--- src/rtl/mul_pkg.sv ---
// rtl/mul_pkg.sv - shared FSM state and Booth op encodings for the sequential multiplier
package mul_pkg;

    typedef enum logic [1:0] {
        ST_IDLE = 2'd0,
        ST_RUN  = 2'd1,
        ST_DONE = 2'd2
    } state_e;

    typedef enum logic [1:0] {
        BOOTH_NOP = 2'd0,
        BOOTH_ADD = 2'd1,
        BOOTH_SUB = 2'd2
    } booth_op_e;

    // Radix-2 recoding of the multiplier pair {Q[0], q_m1}
    function automatic booth_op_e booth_decode(input logic q0, input logic q_m1);
        case ({q0, q_m1})
            2'b10:   booth_decode = BOOTH_SUB;
            2'b01:   booth_decode = BOOTH_ADD;
            default: booth_decode = BOOTH_NOP;
        endcase
    endfunction

endpackage

--- src/rtl/booth_step.sv ---
// rtl/booth_step.sv - one combinational Booth add/sub followed by an arithmetic right shift
//
// Ports:
//   a         in   WIDTH+2  partial-product accumulator
//   q         in   WIDTH+1  multiplier register (consumed LSB first)
//   q_m1      in   1        bit shifted out of q on the previous step
//   m         in   WIDTH+1  extended multiplicand
//   next_a    out  WIDTH+2  accumulator after add/sub and shift
//   next_q    out  WIDTH+1  multiplier register after shift
//   next_q_m1 out  1        new q_m1 (old q[0])
module booth_step
    import mul_pkg::*;
#(
    parameter int WIDTH = 32
) (
    input  logic [WIDTH+1:0] a,
    input  logic [WIDTH:0]   q,
    input  logic             q_m1,
    input  logic [WIDTH:0]   m,
    output logic [WIDTH+1:0] next_a,
    output logic [WIDTH:0]   next_q,
    output logic             next_q_m1
);

    booth_op_e        op;
    logic [WIDTH+1:0] m_ext;
    logic [WIDTH+1:0] sum;

    assign op    = booth_decode(q[0], q_m1);
    // One extra sign bit keeps -M representable when M is the most-negative value
    assign m_ext = {m[WIDTH], m};

    always_comb begin
        sum = a;
        case (op)
            BOOTH_ADD: sum = a + m_ext;
            BOOTH_SUB: sum = a - m_ext;
            default:   sum = a;
        endcase
    end

    // Arithmetic shift right of the concatenation {sum, q, q_m1}
    assign next_a    = {sum[WIDTH+1], sum[WIDTH+1:1]};
    assign next_q    = {sum[0], q[WIDTH:1]};
    assign next_q_m1 = q[0];

endmodule

--- src/rtl/seq_booth_multiplier.sv ---
// rtl/seq_booth_multiplier.sv - iterative radix-2 Booth multiplier, one step per clock
//
// Ports:
//   clk          in   1        system clock, rising edge
//   rst          in   1        asynchronous active-high reset
//   start        in   1        request, sampled when not busy
//   signed_mode  in   1        1: two's-complement operands, 0: unsigned
//   a            in   WIDTH    multiplicand
//   b            in   WIDTH    multiplier
//   busy         out  1        operation in progress
//   done         out  1        one-cycle pulse, product valid
//   product      out  2*WIDTH  result, held until the next completion
module seq_booth_multiplier
    import mul_pkg::*;
#(
    parameter int WIDTH = 32
) (
    input  logic                 clk,
    input  logic                 rst,
    input  logic                 start,
    input  logic                 signed_mode,
    input  logic [WIDTH-1:0]     a,
    input  logic [WIDTH-1:0]     b,
    output logic                 busy,
    output logic                 done,
    output logic [2*WIDTH-1:0]   product
);

    localparam int CW = $clog2(WIDTH + 1);

    state_e           state;
    logic [CW-1:0]    cnt;
    logic [WIDTH:0]   m_reg;
    logic [WIDTH:0]   q_reg;
    logic [WIDTH+1:0] acc;
    logic             q_m1;

    logic [WIDTH+1:0] nxt_acc;
    logic [WIDTH:0]   nxt_q;
    logic             nxt_q_m1;

    // Unsigned operands get a zero MSB, so the signed Booth datapath stays exact for them
    function automatic logic [WIDTH:0] extend(input logic [WIDTH-1:0] x, input logic sm);
        extend = {sm & x[WIDTH-1], x};
    endfunction

    booth_step #(.WIDTH(WIDTH)) u_step (
        .a         (acc),
        .q         (q_reg),
        .q_m1      (q_m1),
        .m         (m_reg),
        .next_a    (nxt_acc),
        .next_q    (nxt_q),
        .next_q_m1 (nxt_q_m1)
    );

    always_ff @(posedge clk or posedge rst) begin
        if (rst) begin
            state   <= ST_IDLE;
            cnt     <= '0;
            m_reg   <= '0;
            q_reg   <= '0;
            acc     <= '0;
            q_m1    <= 1'b0;
            busy    <= 1'b0;
            done    <= 1'b0;
            product <= '0;
        end else begin
            case (state)
                ST_IDLE, ST_DONE: begin
                    done <= 1'b0;
                    if (start) begin
                        m_reg <= extend(a, signed_mode);
                        q_reg <= extend(b, signed_mode);
                        acc   <= '0;
                        q_m1  <= 1'b0;
                        cnt   <= '0;
                        busy  <= 1'b1;
                        state <= ST_RUN;
                    end else begin
                        state <= ST_IDLE;
                    end
                end
                ST_RUN: begin
                    acc  <= nxt_acc;
                    q_reg <= nxt_q;
                    q_m1 <= nxt_q_m1;
                    cnt  <= cnt + 1'b1;
                    // WIDTH+1 steps cover the extended multiplier
                    if (cnt == CW'(WIDTH)) begin
                        product <= {nxt_acc[WIDTH-2:0], nxt_q};
                        busy    <= 1'b0;
                        done    <= 1'b1;
                        state   <= ST_DONE;
                    end
                end
                default: begin
                    busy  <= 1'b0;
                    done  <= 1'b0;
                    state <= ST_IDLE;
                end
            endcase
        end
    end

endmodule

--- config.mk ---
export PLATFORM = sky130hd
export DESIGN_NAME = seq_booth_multiplier
export DESIGN_NICKNAME = d
export VERILOG_FILES = /design/src/rtl/mul_pkg.sv /design/src/rtl/booth_step.sv /design/src/rtl/seq_booth_multiplier.sv
export SDC_FILE = /design/constraint.sdc
export NUM_CORES = 1
export LEC_CHECK = 0
export ABC_CLOCK_PERIOD_IN_PS = 5250
export BUFFER_PORTS_ARGS = -buffer_cell sky130_fd_sc_hd__buf_2
export CAP_MARGIN = 10
export CORE_UTILIZATION = 53
export CTS_CLUSTER_SIZE = 25
export DETAILED_ROUTE_END_ITERATION = 6
export PLACE_DENSITY = 0.88
export SYNTH_ARGS = -nofsm -noshare
export SYNTH_HDL_FRONTEND = slang
export SYNTH_SLANG_ARGS = --single-unit
--- constraint.sdc ---
create_clock -name clk -period 5.25 [get_ports clk]
set_input_delay 0.2625 -clock clk [delete_from_list [all_inputs] [get_ports clk]]
set_output_delay 0.2625 -clock clk [all_outputs]
set_load 0.01 [all_outputs]
==> results of run 1 <==
## final cells by class
| cell class | count | area [um^2] |
|---|---|---|
| tap | 229 | 287 |
| sequential | 173 | 4330 |
| timing repair buffer | 144 | 751 |
| fill | 1504 | 6790 |
| inverter | 28 | 110 |
| clock buffer | 17 | 425 |
| clock inverter | 15 | 209 |
| multi-input combinational | 897 | 5180 |
## worst max-delay path, cell delays in order (launching register included)
cell      delay, ns
dfrtp_1        0.44
or4_4          0.59
nor4_4         0.21
and3b_1        0.32
a31oi_1        0.13
xnor2_1        0.16
ha_1           0.34
a21oi_1        0.18
o21ai_0        0.20
or2_2          0.33
or4_1          0.47
a31oi_1        0.39
o21ai_1        0.21
mux2i_1        0.19
o211ai_1       0.12
## synthesized netlist by cell type (26+ instances only)
master,number,area share
ha_1,37,0.047
nand2_1,326,0.12
clkbuf_1,51,0.019
a21oi_1,76,0.039
a22oi_1,32,0.024
o21ai_0,79,0.040
xnor2_1,42,0.037
nor3_1,26,0.013
dfrtp_1,173,0.44
nand3_1,28,0.014
nor2_1,49,0.019
inv_1,28,0.011
## through the flow
step / cell area [um^2] / hold slack, ns / setup WS (ns)
floorplan: 9860 / 0.368 / 0.299
global placement: 10700 / 0.309 / 1.01
detailed placement: 10700 / 0.309 / 0.914
CTS: 11300 / 0.000806 / 0.892
global route: 11300 / 0.0154 / 0.611
finish: 11300 / 0.00634 / 0.826
## final timing paths
kind / to / depth (start not counted) / slack [ns] / start
min reg2reg: product[37]$_DFFE_PP0P_ / 2 / 0.47 / product[37]$_DFFE_PP0P_
max reg2reg: acc[26]$_DFFE_PP0P_ / 14 / 0.83 / m_reg[6]$_DFFE_PP0P_
max in group asynchronous: acc[23]$_DFFE_PP0P_ / 4 / 3.59 / rst
min in group asynchronous: cnt[1]$_DFFE_PP0P_ / 3 / 0.37 / rst
max: acc[26]$_DFFE_PP0P_ / 14 / 0.83 / m_reg[6]$_DFFE_PP0P_
min: m_reg[15]$_DFFE_PP0P_ / 3 / 0.006 / a[15]
## per-layer routing
metal	wire length (um)	vias to the layer above	track usage	part of all wire
li1	-	4239	-	-
met1	11400	4246	0.379	0.43
met2	12200	368	0.454	0.46
met3	2160	55	0.0679	0.082
met4	714	0	0.113	0.027
met5	0	-	0	0
## cell families after synthesis
kind of cell               count (synthesis)
DFF                                      173
xor gates and xnor gates                  55
AOI/OAI and AO/OA                        277
buffers and inverters                     93
adders and majority gates                 38
and+or+nand+nor                          504
muxes                                     23
## layout by cell type, fill, tap and decap left out, drive strengths merged, types with 10 or more instances in the layout
cell type,Yosys,final
mux2i,19,19
nand3,28,28
buf,13,143
ha,37,37
xor2,13,13
a22oi,32,32
a21o,11,11
and3,10,10
nand2,326,326
o21ai,80,80
nor2,50,50
a21oi,76,76
clkbuf,52,17
xnor2,42,42
inv,28,35
dfrtp,173,173
nor3,26,26
a22o,10,10
## timing repair
action | 4_1_cts | 5_1_grt
hold buffers | 1 | 0
endpoints found under the setup margin | 0 | 0
endpoints found under the hold margin | 45 | 0
resized for setup | 0 | 0
==> results.ini, run 1 <==
[logic_synthesis]
syn_area_per_cell_um2 = 8.48
synth-compound-area-share = 0.177
synth-simple-area-share = 0.224
syn_area_um2 = 9860
synth_cell_types = 68
yosys_warnings = 0
synth.mux.area_fraction = 0.0239
synth_edf_count = 0
async_reset_ff_frac = 1.00
synthXorXnorAreaFrac = 0.0489
synth_top_family_by_area = simple AND/OR/NAND/NOR gates
syn_inst = 1163
ys_seq_elements = 173
ys.flop_type = dfrtp_1
ys_seq_area_frac = 0.439
synth_nets = 1269
synth_fa_ha_area_frac = 0.0490

[cells_and_area]
fin_cells = 1503
diodes = 0
nets = 1367
largest_reg_flops = 64
regMostFlops = product
layout-drive-gt1-share = 0.157
utilization = 0.625
syn2layout_area_growth_pct = 14.6

[sta]
finClkSkew_ns = 0.00966
min_period_over_period = 0.843
rsz0062_at_grt = no
fmax_mhz = 226
tightest_slew_ns = 1.07
maxSlewViolCount = 0
period_minus_slack_ns = 4.42
setup_viol = 0
setup-tns-final_ns = 0
slew_headroom = 0.283
finalHoldViolCount = 0

[floorplan]
fp.dieH_um = 138
die_w_um = 138
rows = 49
fp.dieArea_um2 = 19100
io_pins = 134
start_util = 0.545
core_um2 = 18100

[critical_path]
crit_arrival_ns = 4.72
worstSetupStartpointType = register
path_class = reg2reg
endpoint_kind = register
crit_required_ns = 5.55
critPathMaxFanout = 6

[cts]
clk_latency_ns = 0.44
clockRootBuffer = clkbuf_16
clock_path_buffers = 2
cts_setup_buffers = 0
cts_buffers = 17
clkTransAtPathRegs_ns = 0.07
clock_sinks = 173
cts_tree = built
htree_levels = 4

[hold_path]
hp-class = in2reg

[global_routing]
overflow = 0
grt_max_degree = 77
antenna_found_initial = 0
grt_pass1_vias = 8590
grt_use_total = 0.286
grt_pass1_wl_um = 43700

[place]
hpwl_um = 18400
placed_cells = 1470
place.gp.congestion = 0.948
io_buffers = 133

[route]
vias = 8908
postRouteAntennaNets = 0
drcViolationCount = 13
vias_per_cell = 5.93
drt-initial-drc-count = 781
drt_pass1_iterations = 7
wl_per_cell_um = 17.6
wirelength_um = 26500

[status]
violations = DRC
status = complete, but fails checks

[job]
maxCapViolations = 0

Power of run 1 is left out: the tool's default activity adds up to more than one toggle a clock period on the data nets, which glitch-free logic cannot reach.
==> run 2, diff against run 1 <==
Settings changed: ABC_CLOCK_PERIOD_IN_PS 5250 to 4050.
Clock period 5.25 ns to 4.05 ns, I/O delays scaled along.
==> results.ini, run 2 (synthesized netlist as in run 1, its figures left out) <==
[status]
status = complete, but fails checks
violations = DRC, setup timing

[global_routing]
grt_pass1_vias = 9261  ; +7.8%
grt_use_total = 0.308  ; +0.0225
overflow = 0  ; unchanged
antenna_found_initial = 0  ; unchanged
grt_pass1_wl_um = 47000  ; +7.3%
grt_max_degree = 174  ; +130%

[critical_path]
rr_startpoint = m_reg[8]$_DFFE_PP0P_
worstSetupStartpointType = register
crit_required_ns = 4.41  ; -1.14 ns
critPathMaxFanout = 5  ; -1
path_class = reg2reg
crit_path_max_incr_delay_ns = 0.56  ; -0.03 ns
critPathBufInv = 1  ; +1
r2r_slack_ns = -0.0009  ; -0.83 ns
crit_family = compound AO/OA/AOI/OAI gates
endpoint_kind = register
slowest_stage = or4_4
r2r_end = acc[27]$_DFFE_PP0P_
crit_arrival_ns = 4.41  ; -0.31 ns
crit_chain = or4_4 > nor4_4 > buf_4 > and4b_4 > a21oi_2 > xnor2_1 > ha_1 > a21o_1 > a21o_1 > a21oi_2 > nand3_1 > o211ai_1 > xnor2_1 > mux2i_1 > o21ai_0
rr_worst_depth = 15  ; +1

[sta]
maxSlewViolCount = 0  ; unchanged
min_period_over_period = 1.00  ; +0.158
rsz0062_at_grt = yes
slew_headroom = 0.390  ; +0.107
finClkSkew_ns = 0.0123  ; +0.00261 ns
fmax_mhz = 247  ; +9.2%
period_minus_slack_ns = 4.05  ; -0.373 ns
setup_viol = 1  ; +1
tightest_slew_ns = 0.916  ; -0.151 ns
finalHoldViolCount = 0  ; unchanged
setup_ws_ns = -0.000941  ; -0.827 ns

[hold_path]
min_path_cells = 3  ; unchanged
hold_start = a[15]
hp-class = in2reg
holdPathEnd = m_reg[15]$_DFFE_PP0P_

[floorplan]
die_w_um = 138  ; unchanged
io_pins = 134  ; unchanged
fp.dieArea_um2 = 19100  ; unchanged
core_um2 = 18100  ; unchanged
start_util = 0.545  ; unchanged
fp.dieH_um = 138  ; unchanged
rows = 49  ; unchanged

[cts]
htree_levels = 4  ; unchanged
clock_path_buffers = 2  ; unchanged
clkTransAtPathRegs_ns = 0.08  ; about the same
cts_buffers = 17  ; unchanged
clockRootBuffer = clkbuf_16
clock_sinks = 173  ; unchanged
clk_latency_ns = 0.44  ; about the same
cts_tree = built

[cells_and_area]
regMostFlops = product
fillers = 1325  ; -12%
final_common_cell = nand2_1
design_area_um2 = 12400  ; +10%
layout-drive-gt1-share = 0.209  ; +0.0523
final_cell_mix = 325 x nand2_1, 173 x dfrtp_1, 133 x buf_2, 71 x o21ai_0, 63 x a21oi_1
diodes = 0  ; unchanged
syn2layout_area_growth_pct = 26.2
largest_reg_flops = 64  ; unchanged
nets = 1469  ; +7.5%
utilization = 0.688  ; +0.0635

[route]
postRouteAntennaNets = 0  ; unchanged
wl_per_cell_um = 18.3  ; +4.2%
drt_pass1_iterations = 7  ; unchanged
vias_per_cell = 5.97  ; +0.67%
vias = 9576  ; +7.5%
drcViolationCount = 14  ; +1
wirelength_um = 29400  ; +11%
drt-initial-drc-count = 855  ; +9.5%

[place]
hpwl_um = 18700  ; +1.6%
placed_area_um2 = 10900  ; +2.5%
pre_cts_ws_ns = 0.0398  ; -0.874 ns
io_buffers = 133  ; unchanged
place.gp.congestion = 0.931  ; -1.8%

[job]
maxCapViolations = 0  ; unchanged

run 2: changes by cell type in the layout (fill, tap and decap cells not counted), sizes merged, moves of 2 or more:
cell	previous run	this run
buf	143	190
clkinvlp	0	2
clkinv	8	5
dlygate4sd3	1	56
run 2: per-layer routing:
layer / up-vias / part of all wire / track usage
met1: 4582 / 0.42 / 0.405
met4: 0 / 0.027 / 0.112
met3: 73 / 0.074 / 0.0572
met2: 482 / 0.48 / 0.512
li1: 4439 / - / -
met5: - / 0 / 0
run 2: timing repair:
item | 4_1_cts | 5_1_grt
hold endpoints to repair | 55 | 1
hold buffers | 55 | 1
gates resized for setup | 0 | 61
buffers inserted | 0 | 14
endpoints found under the setup margin | 0 | 34
run 2: cell type report:
cell class,instances,area [um^2],area share
Clock buffer,18,439,0.0353
Tap cell,229,287,0.0230
Inverter,28,109,0.00875
Sequential cell,173,4330,0.348
Clock inverter,14,190,0.0153
Timing Repair Buffer,246,1680,0.135
Multi-Input combinational cell,897,5410,0.435
run 2: worst min-delay path, stage by stage:
cell and delay [ns]:
buf_2 0.08, nand2_1 0.06, nand2_1 0.06
run 2: worst max-delay path by stage:
stage,startpoint,to,slack (ns),cells after the start
after floorplan,m_reg[6]$_DFFE_PP0P_,product[59]$_DFFE_PP0P_,0.25,14
after global placement,m_reg[6]$_DFFE_PP0P_,acc[20]$_DFFE_PP0P_,0.15,16
after detailed placement,m_reg[6]$_DFFE_PP0P_,acc[26]$_DFFE_PP0P_,0.04,15
after CTS,m_reg[6]$_DFFE_PP0P_,acc[26]$_DFFE_PP0P_,0.04,15
after global routing,m_reg[8]$_DFFE_PP0P_,product[59]$_DFFE_PP0P_,-0.15,15
final,m_reg[8]$_DFFE_PP0P_,acc[27]$_DFFE_PP0P_,-0.0009,15
run 2: per-stage QoR:
step                setup TNS [ns]  hold slack (ns)  cells
floorplan                        0            0.308   1163
global placement                 0            0.391   1504
detailed placement               0            0.399   1504
CTS                              0          0.00161   1591
global route                 -1.05          0.00638   1605
finish                   -0.000941          0.00812   1605
Power of run 2 is left out for the same reason.
==> run 3, diff against run 2 <==
Settings changed: CELL_PAD_IN_SITES_DETAIL_PLACEMENT set to 1, CELL_PAD_IN_SITES_GLOBAL_PLACEMENT set to 1, CORE_UTILIZATION 53 to 40, PLACE_DENSITY 0.88 to 0.89, SKIP_LAST_GASP set to 1.
==> results.ini, run 3 (synthesized netlist as in run 1, its figures left out) <==
[cells_and_area]
final_cell_mix = 325 x nand2_1, 173 x dfrtp_1, 133 x buf_2, 73 x o21ai_0, 70 x buf_4
multi_input_comb_area_um2 = 5330  ; -1.6%
syn2layout_area_growth_pct = 28.0
nets = 1486  ; +1.2%
regMostFlops = product
register_area_um2 = 4330  ; unchanged
final_common_cell = nand2_1
fillers = 2918  ; +120%
largest_reg_flops = 64  ; unchanged
layout-drive-gt1-share = 0.206  ; -0.00327

[route]
drt_pass1_iterations = 5  ; -2
vias = 9686  ; +1.1%
drt-initial-drc-count = 694  ; -19%
wirelength_um = 35000  ; +19%
wl_per_cell_um = 20.3  ; +11%
vias_per_cell = 5.64  ; -5.5%
drcViolationCount = 0  ; -14
postRouteAntennaNets = 0  ; unchanged

[critical_path]
rr_startpoint = m_reg[7]$_DFFE_PP0P_
crit_required_ns = 4.38  ; -0.03 ns
critPathMaxFanout = 5  ; unchanged
worstSetupStartpointType = register
rr_worst_depth = 13  ; -2
crit_start = m_reg[7]$_DFFE_PP0P_
r2r_slack_ns = 0.11  ; +0.11 ns
path_class = reg2reg
crit_path_end = product[55]$_DFFE_PP0P_
r2r_end = product[55]$_DFFE_PP0P_
endpoint_kind = register
crit_arrival_ns = 4.27  ; -0.14 ns

[global_routing]
grt_max_degree = 174  ; unchanged
grt_pass1_vias = 10410  ; +12%
grt_pass1_wl_um = 56000  ; +19%
antenna_found_initial = 2  ; +2
overflow = 0  ; unchanged
grt_use_total = 0.277  ; -0.0313

[sta]
finClkSkew_ns = 0.0192  ; +0.00689 ns
tightest_slew_ns = 0.980  ; +0.0647 ns
min_period_over_period = 0.974  ; -0.0263
fmax_mhz = 254  ; +2.7%
hold_ws_ns = 0.00643  ; -0.00169 ns
slew_headroom = 0.346  ; -0.0432
finalHoldViolCount = 0  ; unchanged
setup_viol = 0  ; -1
maxSlewViolCount = 0  ; unchanged
rsz0062_at_grt = yes
period_minus_slack_ns = 3.94  ; -0.107 ns

[place]
hpwl_um = 22600  ; +21%
place.gp.congestion = 0.929  ; -0.19%
io_buffers = 133  ; unchanged

[job]
maxCapViolations = 0  ; unchanged

[cts]
clk_latency_ns = 0.45  ; about the same
clock_sinks = 173  ; unchanged
clockRootBuffer = clkbuf_16
clkTransAtPathRegs_ns = 0.09  ; about the same
htree_levels = 4  ; unchanged
cts_tree = built
clock_path_buffers = 2  ; unchanged
cts_buffers = 17  ; unchanged

[floorplan]
fp.dieH_um = 159  ; +15%
rows = 57  ; +16%
start_util = 0.407  ; -0.139
fp.dieArea_um2 = 25300  ; +32%
die_w_um = 159  ; +15%
core_um2 = 24200  ; +34%
io_pins = 134  ; unchanged

[hold_path]
hp-class = in2reg
min_path_cells = 3  ; unchanged

[status]
status = completed

[run 3: cell types whose count changed in the layout (fill, tap and decap cells not counted), sizes merged]
cell and delta:
clkinv +1, inv +2, dlygate4sd3 +2, bufinv -1, diode +1, clkinvlp -1, buf +15, clkbuf -1
[run 3: worst min-delay path by stage]
stage	from	to	slack [ns]
after floorplan	a[10]	m_reg[10]$_DFFE_PP0P_	0.31
after global placement	a[24]	m_reg[24]$_DFFE_PP0P_	0.39
after detailed placement	a[26]	m_reg[26]$_DFFE_PP0P_	0.40
after CTS	a[6]	m_reg[6]$_DFFE_PP0P_	0.003
after global routing	b[30]	q_reg[30]$_DFFE_PP0P_	0.01
final	a[6]	m_reg[6]$_DFFE_PP0P_	0.006
[run 3: critical path, cell delays in order (launching register included)]
cell	delay [ns]
dfrtp_1	0.39
or4_4	0.55
nor4_4	0.22
and3b_2	0.29
nor2_1	0.07
xnor2_1	0.13
ha_1	0.35
a21oi_2	0.21
o21ai_0	0.14
or2_4	0.28
or4_4	0.46
nand3_1	0.12
mux2_2	0.35
a221oi_1	0.25
[run 3: final cells by class]
type | instances | share of cell area
multi-input combinational | 897 | 0.422
sequential | 173 | 0.343
timing repair buffer | 263 | 0.144
clock buffer | 17 | 0.0337
tap | 324 | 0.0321
clock inverter | 15 | 0.0164
inverter | 28 | 0.00863
antenna | 1 | 0.000198
[run 3: through the flow]
step           cell area (um^2)  TNS [ns]  worst slack (ns)   util  cells
2_1_floorplan              9860         0             0.247      -   1163
3_3_place_gp              11200         0             0.120  0.463   1624
3_5_place_dp              11200         0           0.00725  0.463   1624
4_1_cts                   12500         0            0.0268  0.514   1714
5_1_grt                   12600   -0.0728           -0.0728  0.520   1718
6_report                  12600         0             0.106  0.520   1718
[run 3: repair_timing]
action                                  CTS  global route
pin swaps                                 0             3
buffers inserted                          0             3
gates resized for setup                   2            37
hold endpoints to repair                 58             0
hold buffers                             58             0
endpoints found under the setup margin    5            26
[run 3: routing by layer]
layer / GRT usage / up-vias / share of wire
met1: 0.355 / 4889 / 0.44
met3: 0.0438 / 51 / 0.045
li1: - / 4466 / -
met4: 0.0822 / 2 / 0.017
met5: 0 / - / 0.00037
met2: 0.483 / 278 / 0.50
Power of run 3 is left out for the same reason.
